## config.mk

```make
export PLATFORM = sky130hd
export DESIGN_NAME = lsu_axi_gpio_slave
export DESIGN_NICKNAME = d
export VERILOG_FILES = /design/src/rtl/lsu_gpio_pkg.sv /design/src/rtl/lsu_axi_gpio_slave.sv
export SDC_FILE = /design/constraint.sdc
export NUM_CORES = 1
export LEC_CHECK = 0
export ABC_AREA = 1
export CAP_MARGIN = 20
export CORE_ASPECT_RATIO = 0.8
export CORE_MARGIN = 3
export CORE_UTILIZATION = 40
export CTS_BUF_LIST = sky130_fd_sc_hd__clkbuf_4
export CTS_CLUSTER_SIZE = 14
export DETAILED_ROUTE_END_ITERATION = 16
export PLACE_DENSITY = 0.69
export SETUP_SLACK_MARGIN = 0.2
export SLEW_MARGIN = 25
export SYNTH_ARGS = -nofsm -noshare
export SYNTH_HDL_FRONTEND = slang
export SYNTH_SLANG_ARGS = --single-unit
```

## constraint.sdc

```tcl
create_clock -name wb_clk_i -period 11.1 [get_ports wb_clk_i]
set_input_delay 3.33 -clock wb_clk_i [delete_from_list [all_inputs] [get_ports wb_clk_i]]
set_output_delay 3.33 -clock wb_clk_i [all_outputs]
set_load 0.01 [all_outputs]
```

## src/rtl/lsu_gpio_pkg.sv

```systemverilog
// Shared definitions for the LSU AXI GPIO slave.
// Holds the register offsets, AXI response codes, the write/read FSM state
// types and the byte-lane merge helper used when a write commits.
package lsu_gpio_pkg;

    localparam logic [3:0] OFF_OUT     = 4'h0;
    localparam logic [3:0] OFF_OEB     = 4'h4;

    localparam logic [1:0] RESP_OKAY   = 2'b00;
    localparam logic [1:0] RESP_SLVERR = 2'b10;

    typedef enum logic {W_IDLE, W_RESP} wr_state_t;
    typedef enum logic {R_IDLE, R_DATA} rd_state_t;

    // Bytes whose strobe bit is set take the new data; the rest keep old.
    function automatic logic [31:0] strb_merge(input logic [31:0] old_val,
                                               input logic [31:0] new_val,
                                               input logic [3:0]  strb4);
        logic [31:0] res;
        res = old_val;
        for (int b = 0; b < 4; b++) begin
            if (strb4[b]) res[b*8 +: 8] = new_val[b*8 +: 8];
        end
        return res;
    endfunction

endpackage

```

## src/rtl/lsu_axi_gpio_slave.sv

```systemverilog
// AXI4 slave terminating the core LSU AXI port and owning the GPIO_OUT and
// GPIO_OEB registers. One write and one read may be in flight at a time,
// independently of each other; every burst is treated as a single beat.
//
// Ports:
//   wb_clk_i, wb_rst_i        clock, synchronous active-high reset
//   s_aw*/s_w*/s_b*           AXI write address, write data, write response
//   s_ar*/s_r*                AXI read address, read data
//   gpio_out                  GPIO_OUT register (offset 0x0, lane 0)
//   gpio_oeb                  GPIO_OEB register (offset 0x4, lane 1), 1 = input
module lsu_axi_gpio_slave
    import lsu_gpio_pkg::*;
#(
    parameter int                  ID_W      = 3,
    parameter int                  ADDR_W    = 32,
    parameter logic [ADDR_W-1:0]   BASE_ADDR = 32'h8000_1000
) (
    input  logic              wb_clk_i,
    input  logic              wb_rst_i,
    input  logic              s_awvalid,
    output logic              s_awready,
    input  logic [ID_W-1:0]   s_awid,
    input  logic [ADDR_W-1:0] s_awaddr,
    input  logic              s_wvalid,
    output logic              s_wready,
    input  logic [63:0]       s_wdata,
    input  logic [7:0]        s_wstrb,
    output logic              s_bvalid,
    input  logic              s_bready,
    output logic [ID_W-1:0]   s_bid,
    output logic [1:0]        s_bresp,
    input  logic              s_arvalid,
    output logic              s_arready,
    input  logic [ID_W-1:0]   s_arid,
    input  logic [ADDR_W-1:0] s_araddr,
    output logic              s_rvalid,
    input  logic              s_rready,
    output logic [ID_W-1:0]   s_rid,
    output logic [63:0]       s_rdata,
    output logic [1:0]        s_rresp,
    output logic              s_rlast,
    output logic [31:0]       gpio_out,
    output logic [31:0]       gpio_oeb
);

    wr_state_t         wr_state, wr_state_nxt;
    rd_state_t         rd_state, rd_state_nxt;

    logic              aw_held, w_held;
    logic [ID_W-1:0]   awid_q;
    logic [ADDR_W-1:0] awaddr_q;
    logic [63:0]       wdata_q;
    logic [7:0]        wstrb_q;

    // OKAY only for the two registers inside the 16-byte window; addr[1:0]
    // is don't-care.
    function automatic logic [1:0] decode_resp(input logic [ADDR_W-1:0] a);
        logic [3:0] off;
        off = {a[3:2], 2'b00};
        if ((a[ADDR_W-1:4] == BASE_ADDR[ADDR_W-1:4]) &&
            ((off == OFF_OUT) || (off == OFF_OEB)))
            return RESP_OKAY;
        return RESP_SLVERR;
    endfunction

    // Readies are plain decodes of state so the handshake terms below have
    // no path back through the next-state logic.
    assign s_awready = (wr_state == W_IDLE) && !aw_held;
    assign s_wready  = (wr_state == W_IDLE) && !w_held;
    assign s_bvalid  = (wr_state == W_RESP);
    assign s_arready = (rd_state == R_IDLE);
    assign s_rvalid  = (rd_state == R_DATA);
    assign s_rlast   = s_rvalid;

    logic              aw_fire, w_fire, ar_fire, wr_commit;
    logic [ADDR_W-1:0] cur_awaddr;
    logic [ID_W-1:0]   cur_awid;
    logic [63:0]       cur_wdata;
    logic [7:0]        cur_wstrb;
    logic [1:0]        cur_wresp;
    logic              cur_sel_oeb;

    assign aw_fire   = s_awvalid && s_awready;
    assign w_fire    = s_wvalid && s_wready;
    assign ar_fire   = s_arvalid && s_arready;

    // A channel caught in an earlier cycle comes from its holding register,
    // otherwise straight from the bus, so the commit can happen on the same
    // edge as the later of the two handshakes.
    assign cur_awaddr  = aw_held ? awaddr_q : s_awaddr;
    assign cur_awid    = aw_held ? awid_q   : s_awid;
    assign cur_wdata   = w_held  ? wdata_q  : s_wdata;
    assign cur_wstrb   = w_held  ? wstrb_q  : s_wstrb;
    assign cur_wresp   = decode_resp(cur_awaddr);
    assign cur_sel_oeb = ({cur_awaddr[3:2], 2'b00} == OFF_OEB);
    assign wr_commit   = (wr_state == W_IDLE) &&
                         (aw_held || aw_fire) && (w_held || w_fire);

    always_ff @(posedge wb_clk_i) begin
        if (wb_rst_i) begin
            wr_state <= W_IDLE;
            rd_state <= R_IDLE;
        end else begin
            wr_state <= wr_state_nxt;
            rd_state <= rd_state_nxt;
        end
    end

    always_comb begin
        wr_state_nxt = wr_state;
        rd_state_nxt = rd_state;
        case (wr_state)
            W_IDLE:  if (wr_commit) wr_state_nxt = W_RESP;
            W_RESP:  if (s_bready)  wr_state_nxt = W_IDLE;
            default: wr_state_nxt = W_IDLE;
        endcase
        case (rd_state)
            R_IDLE:  if (ar_fire)  rd_state_nxt = R_DATA;
            R_DATA:  if (s_rready) rd_state_nxt = R_IDLE;
            default: rd_state_nxt = R_IDLE;
        endcase
    end

    // Write path: channel capture, register merge and B response.
    always_ff @(posedge wb_clk_i) begin
        if (wb_rst_i) begin
            aw_held  <= 1'b0;
            w_held   <= 1'b0;
            s_bid    <= '0;
            s_bresp  <= RESP_OKAY;
            gpio_out <= 32'h0000_0000;
            gpio_oeb <= 32'hFFFF_FFFF;
        end else if (wr_commit) begin
            aw_held <= 1'b0;
            w_held  <= 1'b0;
            s_bid   <= cur_awid;
            s_bresp <= cur_wresp;
            if (cur_wresp == RESP_OKAY) begin
                if (cur_sel_oeb)
                    gpio_oeb <= strb_merge(gpio_oeb, cur_wdata[63:32], cur_wstrb[7:4]);
                else
                    gpio_out <= strb_merge(gpio_out, cur_wdata[31:0], cur_wstrb[3:0]);
            end
        end else begin
            if (aw_fire) aw_held <= 1'b1;
            if (w_fire)  w_held  <= 1'b1;
        end
    end

    // Holding registers carry data only; their validity lives in *_held.
    always_ff @(posedge wb_clk_i) begin
        if (aw_fire) begin
            awid_q   <= s_awid;
            awaddr_q <= s_awaddr;
        end
        if (w_fire) begin
            wdata_q <= s_wdata;
            wstrb_q <= s_wstrb;
        end
    end

    // Read path: registers are sampled before any same-edge write lands.
    always_ff @(posedge wb_clk_i) begin
        if (wb_rst_i) begin
            s_rid   <= '0;
            s_rdata <= '0;
            s_rresp <= RESP_OKAY;
        end else if (ar_fire) begin
            s_rid   <= s_arid;
            s_rresp <= decode_resp(s_araddr);
            s_rdata <= (decode_resp(s_araddr) == RESP_OKAY) ? {gpio_oeb, gpio_out} : 64'd0;
        end
    end

endmodule

```

==> results of run 1 <==
[where the power goes]
group | internal [uW] | switching [uW]
combinational | 87.3 | 133
clock | 411 | 357
sequential | 991 | 13.5
[kinds of logic after synthesis]
kind of cell / count (synthesis) / share of synthesized area
flip-flops: 245 / 0.595
AND/OR/NAND/NOR: 670 / 0.288
buffers and inverters: 152 / 0.0697
other: 1 / 0.000375
AO/OA/AOI/OAI: 86 / 0.0475
[area by class of cell]
cell class,count,share of cell area
Antenna cell,1,0.000181
Tap cell,318,0.0288
Clock inverter,12,0.00335
Inverter,86,0.0237
Timing Repair Buffer,296,0.212
Sequential cell,245,0.431
Clock buffer,102,0.0554
Multi-Input combinational cell,758,0.245
[layer usage]
layer / share of wire / global-route usage / up-vias
met2: 0.45 / 0.320 / 337
met4: 0.019 / 0.0624 / 0
li1: - / - / 4394
met5: 0 / 0 / -
met1: 0.44 / 0.279 / 4009
met3: 0.093 / 0.0610 / 51
[worst max-delay path by stage]
stage	startpoint	endpoint	slack [ns]	depth (start not counted)
after floorplan	s_wvalid	wdata_q[0]	2.26	2
after global placement	s_arvalid	s_rdata[9]	5.31	9
after detailed placement	s_arvalid	s_rdata[9]	5.28	9
after CTS	s_bvalid	s_bvalid	5.82	1
after global routing	s_bvalid	s_awready	5.79	2
final	s_bvalid	s_bvalid	5.91	1
[worst register-to-register path, delay by kind of cell, from the launching register on]
kind | cells | cell delay (ns)
AO/OA/AOI/OAI | 1 | 0.56
buffers and inverters | 2 | 0.87
flip-flops | 1 | 0.34
AND/OR/NAND/NOR | 4 | 0.58
[cell usage after synthesis (all sizes together)]
cell type	count	share of area
a21oi	71	0.037
a22oi	1	0.0021
a31oi	3	0.0019
and2	2	0.0015
buf	31	0.024
clkbuf	35	0.013
conb	1	0.00037
dfxtp	140	0.28
edfxtp	105	0.31
inv	86	0.033
nand2	416	0.16
nand3	108	0.064
nand3b	1	0.0020
nand4	32	0.020
nor2	103	0.039
nor3	4	0.0020
nor4	4	0.0025
o21a	1	0.00075
o21ai	10	0.0057
[through the flow]
stage | hold WS [ns] | cells
2_1_floorplan | 0.490 | 1155
3_3_place_gp | 0.452 | 1703
3_5_place_dp | 0.455 | 1703
4_1_cts | 0.465 | 1817
5_1_grt | 0.480 | 1818
6_report | 0.464 | 1818
[sequential cells by signal, summed over array words and instances, names as in the netlist]
| signal | count |
|---|---|
| gpio_out | 32 |
| awid_q | 3 |
| s_rdata | 64 |
| s_bresp | 1 |
| s_bid | 3 |
| wdata_q | 64 |
| s_bvalid | 1 |
| gpio_oeb | 32 |
| s_rlast | 1 |
| wstrb_q | 8 |
| s_rid | 3 |
| w_held | 1 |
| awaddr_q | 30 |
| s_rresp | 1 |
| aw_held | 1 |
==> results by stage, run 1 <==
Cells and area:
- The layout overhead on the synthesized area is 38.0%.
- In the final layout, the share of cells above drive strength 1 is 0.0967.
- The finished cells cover 13800 sq um.
- The layout net count is 1597.
- The fraction of the core area covered by cells at the end of the flow is 0.564.
- Leaving out fill and tap cells, the most frequent cell in the layout is sky130_fd_sc_hd__nand2_1.
- In the layout the commonest cells are sky130_fd_sc_hd__nand2_1 (414), sky130_fd_sc_hd__clkdlybuf4s50_1 (284), sky130_fd_sc_hd__dfxtp_1 (139), sky130_fd_sc_hd__edfxtp_1 (105), sky130_fd_sc_hd__clkbuf_4 (102).
- The number of fillers in the final layout is around 2200.
- The sequential cell area is roughly 6000 sq um.
- Summing all multi-input logic gate instances after layout gives 3390 sq um.

Clock tree:
- The maximum clock path buffer count is 3.
- The number of clock sinks is ~250.
- The register clock-pin slew on the reported worst setup and hold paths is roughly 0.070 ns.
- TritonCTS built the clock tree.
- In this run the post-CTS setup repair buffer count came out at 0.
- The clock reaches the later pin of the worst-skew pair after between 0.6 and 0.7 ns.
- Post-CTS repair changed the size of 0 cells.
- The clock tree root driver cell is sky130_fd_sc_hd__clkbuf_4.
- In this run, CTS created clock tree buffers numbering 61.
- The H-tree was split into 2 levels.
- For this design, the CTS-stage hold fixing added 0 buffers.

GRT:
- The initial antenna violation count is 1.
- In the global route stage, overall resource usage came out at 0.205.
- The first global-routing pass estimated about 45 mm of wire.
- The number of global-route vias before repair is roughly 8500.
- The maximum number of pins on one net before global-route repair is 70.
- The sum of overflow across all layers after global routing is 0.

Placed design:
- The placer congestion estimate is between 0.7 and 0.8.
- The half-perimeter wire length after detailed placement is 18.7 mm.
- After detailed placement, the total cell area comes to 13000 sq um.
- The count of buffers added on input and output ports is between 200 and 300.
- At the placement stage, the worst setup path has a slack of approximately 5.3 ns.

Critical path:
- STA classifies the critical path startpoint as a register.
- The signal on the critical path passes through clkdlybuf4s50_1.
- Setup slack on the worst reg-to-reg path comes out at approximately 8.6 ns.
- The startpoint identified for the worst register-to-register timing path is w_held.
- The sort of element at the end of the critical path is a primary output.
- The count of buffering cells on the critical path with inverters included is 1.
- The worst-case reg-to-reg path depth is 7.
- The worst setup path category is reg -> out.
- The critical-path cell with the highest stage delay is sky130_fd_sc_hd__clkdlybuf4s50_1.
- The worst-path maximum fanout is 9.
- The endpoint of the worst-slack reg-to-reg timing path is gpio_oeb[15].
- Grouping stages by cell kind, the critical path spends the most delay in buffers and inverters.
- The signal arrival time at the worst endpoint is 1.86 ns.
- The data required time of the critical path is about 7.8 ns.
- The peak per-stage delay on the critical path is between 0.6 and 0.7 ns.

Detailed routing:
- The via count normalized by instance count is between 4 and 5.
- Before antenna repair, the detailed router went through 5 iterations.
- The routed length per instance is 15.8 um.
- The total wirelength of the detailed-routed design is 28.7 mm.
- The remaining number of nets flagged by the antenna check after routing is 0.
- For this run, design rule violations remaining after detail routing come to 0.
- The starting DRC count in detailed routing is between 500 and 600.
- The number of vias after detailed routing is around 8800.

Timing:
- At the pin with the least slew margin, the transition time is about 0.88 ns.
- The final sum of negative setup slack is 0 ns.
- The worst setup margin is about 5.9 ns.
- The final count of hold timing violations came to 0.
- The total of endpoints with negative setup slack in the final report is 0.
- The max-slew violation count came to 0.
- The worst path needs approximately 5.2 ns of the cycle, external delays included.
- Between clock sinks in the finished design, the worst skew comes to about 0.044 ns.
- For this run, the top clock speed supported by timing is approximately 0.19 GHz.
- Dividing the final minimum period by the clock period gives 0.468.
- Setup repair after global routing left no endpoint under its margin.
- The relative slew slack is 0.413.

Run:
- The max-cap check violation count is 0.

Synth:
- The synthesized area divided by synthesized cell count is between 8 and 9 sq um.
- In the synthesized netlist, the number of instances is around 1200.
- For this run, the number of Yosys warnings is 0.
- Synthesis inferred 245 register bits.
- After synthesis, the netlist uses 31 different library cells.
- In this run the cell area of the synthesized design comes to approximately 10000 sq um.
- For this run, the register share of the synthesized area comes to 0.595.

Die:
- For this configuration, the core starts out at a cell density of 0.409.
- The core footprint is roughly 25000 sq um.
- The horizontal extent of the die is about 180 um.
- The site row count is between 50 and 60.
- During I/O placement, the number of pins put on the boundary was ~290.
- From bottom edge to top edge, the die measures around 150 um.
- The die covers about 27000 sq um.

Power and ir drop:
- VDD sags by at most between 0.00008 and 0.00009 V.
- Dividing total power by cell area gives a power density of 144 nW/um^2.
- The overall power is roughly 2000 uW.
- In this run the static leakage power is about 0.0057 uW.

Min path:
- The instance count along the most critical hold path is 2.
- The worst hold path begins at s_rdata[22].
- The type of the most critical hold path is reg -> reg.
- The worst hold path endpoint is s_rdata[22].

Outcome:
- The run finished with clean final reports.
(Power assumes the default switching activity.)
==> inputs of run 2 (changes only) <==
--- a/config.mk
+++ b/config.mk
@@ -13,7 +13,7 @@
 export CTS_BUF_LIST = sky130_fd_sc_hd__clkbuf_4
 export CTS_CLUSTER_SIZE = 14
 export DETAILED_ROUTE_END_ITERATION = 16
-export PLACE_DENSITY = 0.69
+export PLACE_DENSITY = 0.72
 export SETUP_SLACK_MARGIN = 0.2
 export SLEW_MARGIN = 25
 export SYNTH_ARGS = -nofsm -noshare
==> constraint.sdc (replaced) <==
create_clock -name wb_clk_i -period 4.55 [get_ports wb_clk_i]
set_input_delay 1.365 -clock wb_clk_i [delete_from_list [all_inputs] [get_ports wb_clk_i]]
set_output_delay 1.365 -clock wb_clk_i [all_outputs]
set_load 0.01 [all_outputs]
==> results by stage, run 2 (synthesis gave the netlist of run 1 again) <==
Outcome:
- Run status: finished clean (unchanged).

Clock tree:
- The hold-fix buffer count after cts is 0 (unchanged).
- The number of clock sinks is 245 (unchanged).
- The number of buffers inserted during clock tree synthesis is 66 (was 61).
- The register clock-pin slew on the reported worst setup and hold paths came to 0.06 ns (was 0.07 ns).
- The clock tree from TritonCTS was built (unchanged).
- The clock tree root driver cell is sky130_fd_sc_hd__clkbuf_4 (unchanged).
- The maximum clock path buffer count came to 3 (unchanged).
- The clock latency reported for the late side of the worst-skew pair is 0.66 ns (was 0.68 ns).
- The number of levels the H-tree was split into is 3 (was 2).
- The number of gates resized after CTS is 0 (unchanged).
- The count of buffers added by post-CTS timing repair for setup is 0 (unchanged).

Cells and area:
- The share of layout cells above drive strength 1 is 0.104 (was 0.0967).
- The leading cell type in the layout, fill and taps excluded was sky130_fd_sc_hd__nand2_1 (unchanged).
- The fraction of the core area covered by cells at the end of the flow came to 0.571 (was 0.564).
- Leading cell types in the layout, fill and taps excluded: sky130_fd_sc_hd__nand2_1 (414), sky130_fd_sc_hd__clkdlybuf4s50_1 (284), sky130_fd_sc_hd__dfxtp_1 (139), sky130_fd_sc_hd__clkbuf_4 (111), sky130_fd_sc_hd__edfxtp_1 (105) (was sky130_fd_sc_hd__nand2_1 (414), sky130_fd_sc_hd__clkdlybuf4s50_1 (284), sky130_fd_sc_hd__dfxtp_1 (139), sky130_fd_sc_hd__edfxtp_1 (105), sky130_fd_sc_hd__clkbuf_4 (102)).
- Largest registers: s_rdata x64, wdata_q x64 (unchanged).
- The layout overhead on the synthesized area is 39.7% (was 38.0%).
- The layout net count is 1602 (was 1597).
- The diode insertion count for antenna repair is 0 (was 1).

Die:
- The horizontal extent of the die was 183 um (unchanged).
- The boundary pin count is 293 (unchanged).
- The die outline height is 148 um (unchanged).
- The overall die area was 27000 sq um (unchanged).
- The starting utilization of the core area is 0.409 (unchanged).
- The site row count came to 51 (unchanged).
- The core footprint was 24500 sq um (unchanged).

Detailed routing:
- The number of vias after detailed routing was 8764 (was 8791).
- The remaining number of nets flagged by the antenna check after routing was 0 (unchanged).
- The routed length per instance is 15.2 um (was 15.8 um).
- The via count normalized by instance count is 4.80 (was 4.84).
- The total wirelength of the detailed-routed design is 27.7 mm (was 28.7 mm).
- The starting DRC count in detailed routing is 521 (was 546).
- The residual DRC count is 0 (unchanged).
- The detailed-router iteration count before antenna repair came to 6 (was 5).

Power and ir drop:
- The combinational share of power is 0.099 (was 0.111).
- The net switching power came to 1250 uW (was 503 uW).
- The power density normalized to cell area came to 368 nW/um^2 (was 144 nW/um^2).
- The worst ir drop on vdd was 0.000179 V (was 0.0000842 V).
- The power share of the clock group is 0.420 (was 0.385).
- The switching share of power is 0.243 (was 0.253).
- The relative contribution of sequential cells to total power came to 0.482 (was 0.504).
- The leakage power summed over all cells is 0.00580 uW (was 0.00572 uW).
- The internal power consumption is 3900 uW (was 1490 uW).

Critical path:
- The cell type group with the largest total delay on the critical path is flip-flops (was buffers and inverters).
- The type of origin of the critical path is a register (unchanged).
- The peak per-stage delay on the critical path is 0.94 ns (was 0.62 ns).
- The count of buffering cells on the critical path with inverters included came to 1 (unchanged).
- The signal arrival time at the worst endpoint came to 2.21 ns (was 1.86 ns).
- The critical-path cell with the highest stage delay is sky130_fd_sc_hd__dfxtp_4 (was sky130_fd_sc_hd__clkdlybuf4s50_1).
- The sort of element at the end of the critical path is a primary output (unchanged).
- The worst-path maximum fanout is 75 (was 9).
- The data required time of the critical path was 3.18 ns (was 7.77 ns).
- Ordered cell list for the critical path: nor2_1 -> clkdlybuf4s50_1 (was clkdlybuf4s50_1).
- The worst setup path category is reg -> out (unchanged).

Placed design:
- The half-perimeter wire length after detailed placement came to 18.1 mm (was 18.7 mm).
- The number of I/O port buffers came to 285 (unchanged).
- The placer congestion estimate is 0.783 (was 0.787).

GRT:
- The maximum number of pins on one net before global-route repair is 76 (was 70).
- The number of global-route vias before repair came to 8547 (was 8508).
- The overall global routing resource usage was 0.201 (was 0.205).
- The initial antenna violation count came to 1 (unchanged).
- The sum of overflow across all layers after global routing came to 0 (unchanged).
- The first-pass GRT wire length is 43.9 mm (was 44.8 mm).

Min path:
- The type of the most critical hold path is reg -> reg (unchanged).

Timing:
- The slew at the pin with the worst max-slew slack is 0.897 ns (was 0.881 ns).
- The final count of hold timing violations came to 0 (unchanged).
- The relative slew slack was 0.402 (was 0.413).
- The total of endpoints with negative setup slack in the final report was 0 (unchanged).
- The post-route clock period utilization is 0.785.
- Counting I/O delays and the setup requirement, the final critical path takes approximately 3.6 ns.
- The maximum clock frequency is 0.280 GHz.
- The post-route clock skew is 0.0518 ns (was 0.0438 ns).
- The max-slew violation count is 0 (unchanged).
- The final sum of negative setup slack is 0 ns (unchanged).
- Setup repair after global routing missed its margin: no (unchanged).

Run:
- The max-cap check violation count came to 0 (unchanged).
-- run 2: changes by cell type in the layout (fill, tap and decap cells not counted), sizes merged --
cell,delta
clkbuf,+9
bufinv,+3
clkinv,-6
inv,+1
diode,-1
-- run 2: final timing paths --
path                                  start           end  slack (ns)  cells past startpoint
worst min-delay path            s_rdata[59]   s_rdata[59]        0.46                      2
worst max-delay path                 w_held      s_wready        0.98                      2
worst min register to register  s_rdata[59]   s_rdata[59]        0.46                      2
worst max register to register       w_held  gpio_oeb[16]        1.90                      7
-- run 2: area by class of cell --
| cell class | count | area, sq um |
|---|---|---|
| clock inverters | 10 | 116 |
| fillers | 2169 | 10500 |
| flip-flops and latches | 245 | 5960 |
| inverters | 86 | 328 |
| multi-input cells | 758 | 3400 |
| clock buffers | 111 | 833 |
| well taps | 318 | 398 |
| repair buffers | 296 | 2960 |
-- run 2: power groups by stage --
stage / logic [uW] / registers, uW / clock network, uW
3_3_place_gp: 501 / 2530 / 0
5_1_grt: 564 / 2490 / 2360
2_1_floorplan: 281 / 2500 / 0
4_1_cts: 511 / 2480 / 2240
6_report: 508 / 2480 / 2160
3_5_place_dp: 509 / 2530 / 0
-- run 2: metrics by stage --
stage / area, sq um / hold slack [ns] / instances / power (uW) / setup slack [ns]
4_1_cts: 14000 / 0.463 / 1824 / 5230 / 0.884
3_5_place_dp: 13000 / 0.454 / 1703 / 3040 / 1.05
6_report: 14000 / 0.462 / 1824 / 5150 / 0.978
3_3_place_gp: 13000 / 0.452 / 1703 / 3030 / 1.07
2_1_floorplan: 10000 / 0.490 / 1155 / 2780 / 0.408
5_1_grt: 14000 / 0.479 / 1824 / 5410 / 0.793
-- run 2: layer usage --
metal / track usage / part of all wire
met1: 0.266 / 0.45
met3: 0.0743 / 0.084
met5: 0 / 0.00047
met2: 0.310 / 0.45
met4: 0.0586 / 0.018
-- run 2: tightest hold or removal path: cells and delay by family, from the launching register on --
family,cells,cell delay [ns]
AO/OA/AOI/OAI,1,0.05
flip-flops,1,0.30
AND/OR/NAND/NOR,1,0.06
==> inputs of run 3 (changes only) <==
==> constraint.sdc (replaced) <==
create_clock -name wb_clk_i -period 2.98 [get_ports wb_clk_i]
set_input_delay 0.894 -clock wb_clk_i [delete_from_list [all_inputs] [get_ports wb_clk_i]]
set_output_delay 0.894 -clock wb_clk_i [all_outputs]
set_load 0.01 [all_outputs]
==> results by stage, run 3 (synthesis gave the netlist of run 1 again) <==
Power and ir drop:
- The leakage power summed over all cells came to 0.00583 uW (was 0.00580 uW).
- The power density normalized to cell area is 547 nW/um^2 (was 368 nW/um^2).
- The worst ir drop on vdd is 0.000355 V (was 0.000179 V).
- The overall power is 7700 uW (was 5150 uW).

Clock tree:
- The clock tree from TritonCTS is built (unchanged).
- The maximum clock path buffer count is 3 (unchanged).
- The number of buffers inserted during clock tree synthesis is 67 (was 66).
- The register clock-pin slew on the reported worst setup and hold paths came to 0.06 ns (about the same).
- The number of levels the H-tree was split into is 3 (unchanged).
- The number of clock sinks came to 245 (unchanged).
- The clock tree root driver cell is sky130_fd_sc_hd__clkbuf_4 (unchanged).
- The count of buffers added by post-CTS timing repair for setup is 0 (unchanged).
- The clock latency reported for the late side of the worst-skew pair was 0.64 ns (was 0.66 ns).

GRT:
- The maximum number of pins on one net before global-route repair is 74 (was 76).
- The overall global routing resource usage is 0.203 (was 0.201).
- The initial antenna violation count was 2 (was 1).
- The sum of overflow across all layers after global routing was 0 (unchanged).
- The number of global-route vias before repair is 8512 (was 8547).
- The first-pass GRT wire length is 44.1 mm (was 43.9 mm).

Timing:
- The post-route clock period utilization is 0.887.
- The relative slew slack was 0.447 (was 0.402).
- The worst setup margin is 0.337 ns (was 0.978 ns).
- The slew at the pin with the worst max-slew slack is 0.830 ns (was 0.897 ns).
- The maximum clock frequency is between 0.3 and 0.4 GHz.
- The final count of hold timing violations is 0 (unchanged).
- The final sum of negative setup slack was 0 ns (unchanged).
- The max-slew violation count is 0 (unchanged).
- The total of endpoints with negative setup slack in the final report is 0 (unchanged).
- Setup repair after global routing missed its margin: no (unchanged).
- Counting I/O delays and the setup requirement, the final critical path takes 2.64 ns.
- The post-route clock skew is 0.0394 ns (was 0.0518 ns).

Detailed routing:
- The routed length per instance came to 15.3 um (was 15.2 um).
- The residual DRC count came to 0 (unchanged).
- The total wirelength of the detailed-routed design is 28.0 mm (was 27.7 mm).
- The detailed-router iteration count before antenna repair is 5 (was 6).
- The starting DRC count in detailed routing is 471 (was 521).
- The via count normalized by instance count was 4.81 (was 4.80).
- The remaining number of nets flagged by the antenna check after routing was 0 (unchanged).
- The number of vias after detailed routing is 8805 (was 8764).

Placed design:
- The post-placement setup slack came to 0.0962 ns (was 1.05 ns).
- The half-perimeter wire length after detailed placement is 18.8 mm (was 18.1 mm).
- The number of I/O port buffers is 285 (unchanged).
- The placer congestion estimate is 0.804 (was 0.783).

Critical path:
- The critical-path cell with the highest stage delay is sky130_fd_sc_hd__dfxtp_1 (was sky130_fd_sc_hd__dfxtp_4).
- The cell type group with the largest total delay on the critical path is flip-flops (unchanged).
- The data required time of the critical path is 2.09 ns (was 3.18 ns).
- The count of buffering cells on the critical path with inverters included is 1 (unchanged).
- Ordered cell list for the critical path: nor2_1 -> clkdlybuf4s50_1 (unchanged).
- The worst-path maximum fanout is 7 (was 75).
- The worst setup path category is reg -> out (unchanged).
- The signal arrival time at the worst endpoint is 1.75 ns (was 2.21 ns).
- The peak per-stage delay on the critical path is 0.53 ns (was 0.94 ns).
- The type of origin of the critical path is a register (unchanged).
- The sort of element at the end of the critical path is a primary output (unchanged).

Cells and area:
- The share of layout cells above drive strength 1 was 0.108 (was 0.104).
- Leading cell types in the layout, fill and taps excluded: sky130_fd_sc_hd__nand2_1 (414), sky130_fd_sc_hd__clkdlybuf4s50_1 (284), sky130_fd_sc_hd__dfxtp_1 (138), sky130_fd_sc_hd__clkbuf_4 (107), sky130_fd_sc_hd__edfxtp_1 (105) (was sky130_fd_sc_hd__nand2_1 (414), sky130_fd_sc_hd__clkdlybuf4s50_1 (284), sky130_fd_sc_hd__dfxtp_1 (139), sky130_fd_sc_hd__clkbuf_4 (111), sky130_fd_sc_hd__edfxtp_1 (105)).
- Largest registers: s_rdata x64, wdata_q x64 (unchanged).
- The number of fillers in the final layout is 2178 (was 2169).
- The leading cell type in the layout, fill and taps excluded is sky130_fd_sc_hd__nand2_1 (unchanged).
- The layout overhead on the synthesized area was 40.6% (was 39.7%).
- The fraction of the core area covered by cells at the end of the flow was 0.575 (was 0.571).
- The layout net count came to 1610 (was 1602).

Die:
- The horizontal extent of the die is 183 um (unchanged).
- The die outline height is 148 um (unchanged).
- The site row count is 51 (unchanged).
- The core footprint is 24500 sq um (unchanged).
- The boundary pin count is 293 (unchanged).
- The starting utilization of the core area came to 0.409 (unchanged).
- The overall die area is 27000 sq um (unchanged).

Min path:
- The type of the most critical hold path was reg -> reg (unchanged).

Outcome:
- Run status: finished clean (unchanged).

Run:
- The max-cap check violation count is 0 (unchanged).
run 3: cell count changes in the layout (fill, tap and decap cells not counted), moves of 2 or more:
cell                         before  now
sky130_fd_sc_hd__bufinv_16        3    1
sky130_fd_sc_hd__clkbuf_4       111  107
sky130_fd_sc_hd__dfxtp_2          0    2
sky130_fd_sc_hd__buf_12           2    8
sky130_fd_sc_hd__clkinvlp_4       0    2
sky130_fd_sc_hd__diode_2          0    2
run 3: report_power, final:
group | internal (uW) | switching (uW) | total, uW
clock | 1720 | 1370 | 3090
combinational | 358 | 501 | 859
sequential | 3690 | 53.1 | 3750
run 3: path summary, 6_finish.rpt:
path	startpoint	to	slack, ns	depth (start not counted)
hold / removal	s_rdata[46]	s_rdata[46]	0.46	2
setup / recovery	aw_held	s_awready	0.34	2
setup reg to reg	w_held	gpio_oeb[30]	0.91	6
hold reg to reg	s_rdata[46]	s_rdata[46]	0.46	2
run 3: cell type report:
type                    count  area [sq um]  area share
well taps                 318           398      0.0283
clock buffers             107           803      0.0571
multi-input cells         758          3400       0.242
clock inverters            13          87.6     0.00622
inverters                  86           340      0.0242
repair buffers            303          3080       0.219
diodes                      2          5.00    0.000356
flip-flops and latches    245          5960       0.423
run 3: stage by stage:
stage               cells  cell area [sq um]  hold WS (ns)
CTS                  1830              14100         0.461
floorplan            1155              10000         0.490
finish               1832              14100         0.463
global placement     1710              13200         0.452
global route         1832              14100         0.481
detailed placement   1710              13200         0.456
run 3: tightest hold or removal path: cells and delay by family, from the launching register on:
family,cells,cell delay [ns]
AO/OA/AOI/OAI,1,0.05
AND/OR/NAND/NOR,1,0.06
flip-flops,1,0.31
run 3: per-layer routing:
layer,wire length [um],up-vias,track usage
li1,-,4416,-
met2,12500,340,0.312
met1,12500,4005,0.274
met5,0,-,0
met4,541,0,0.0670
met3,2510,44,0.0642
run 3: repair_timing:
action,4_1_cts,5_1_grt
setup endpoints to repair,3,0
endpoints found under the hold margin,0,0
gates resized for setup,1,0
hold buffers,0,0
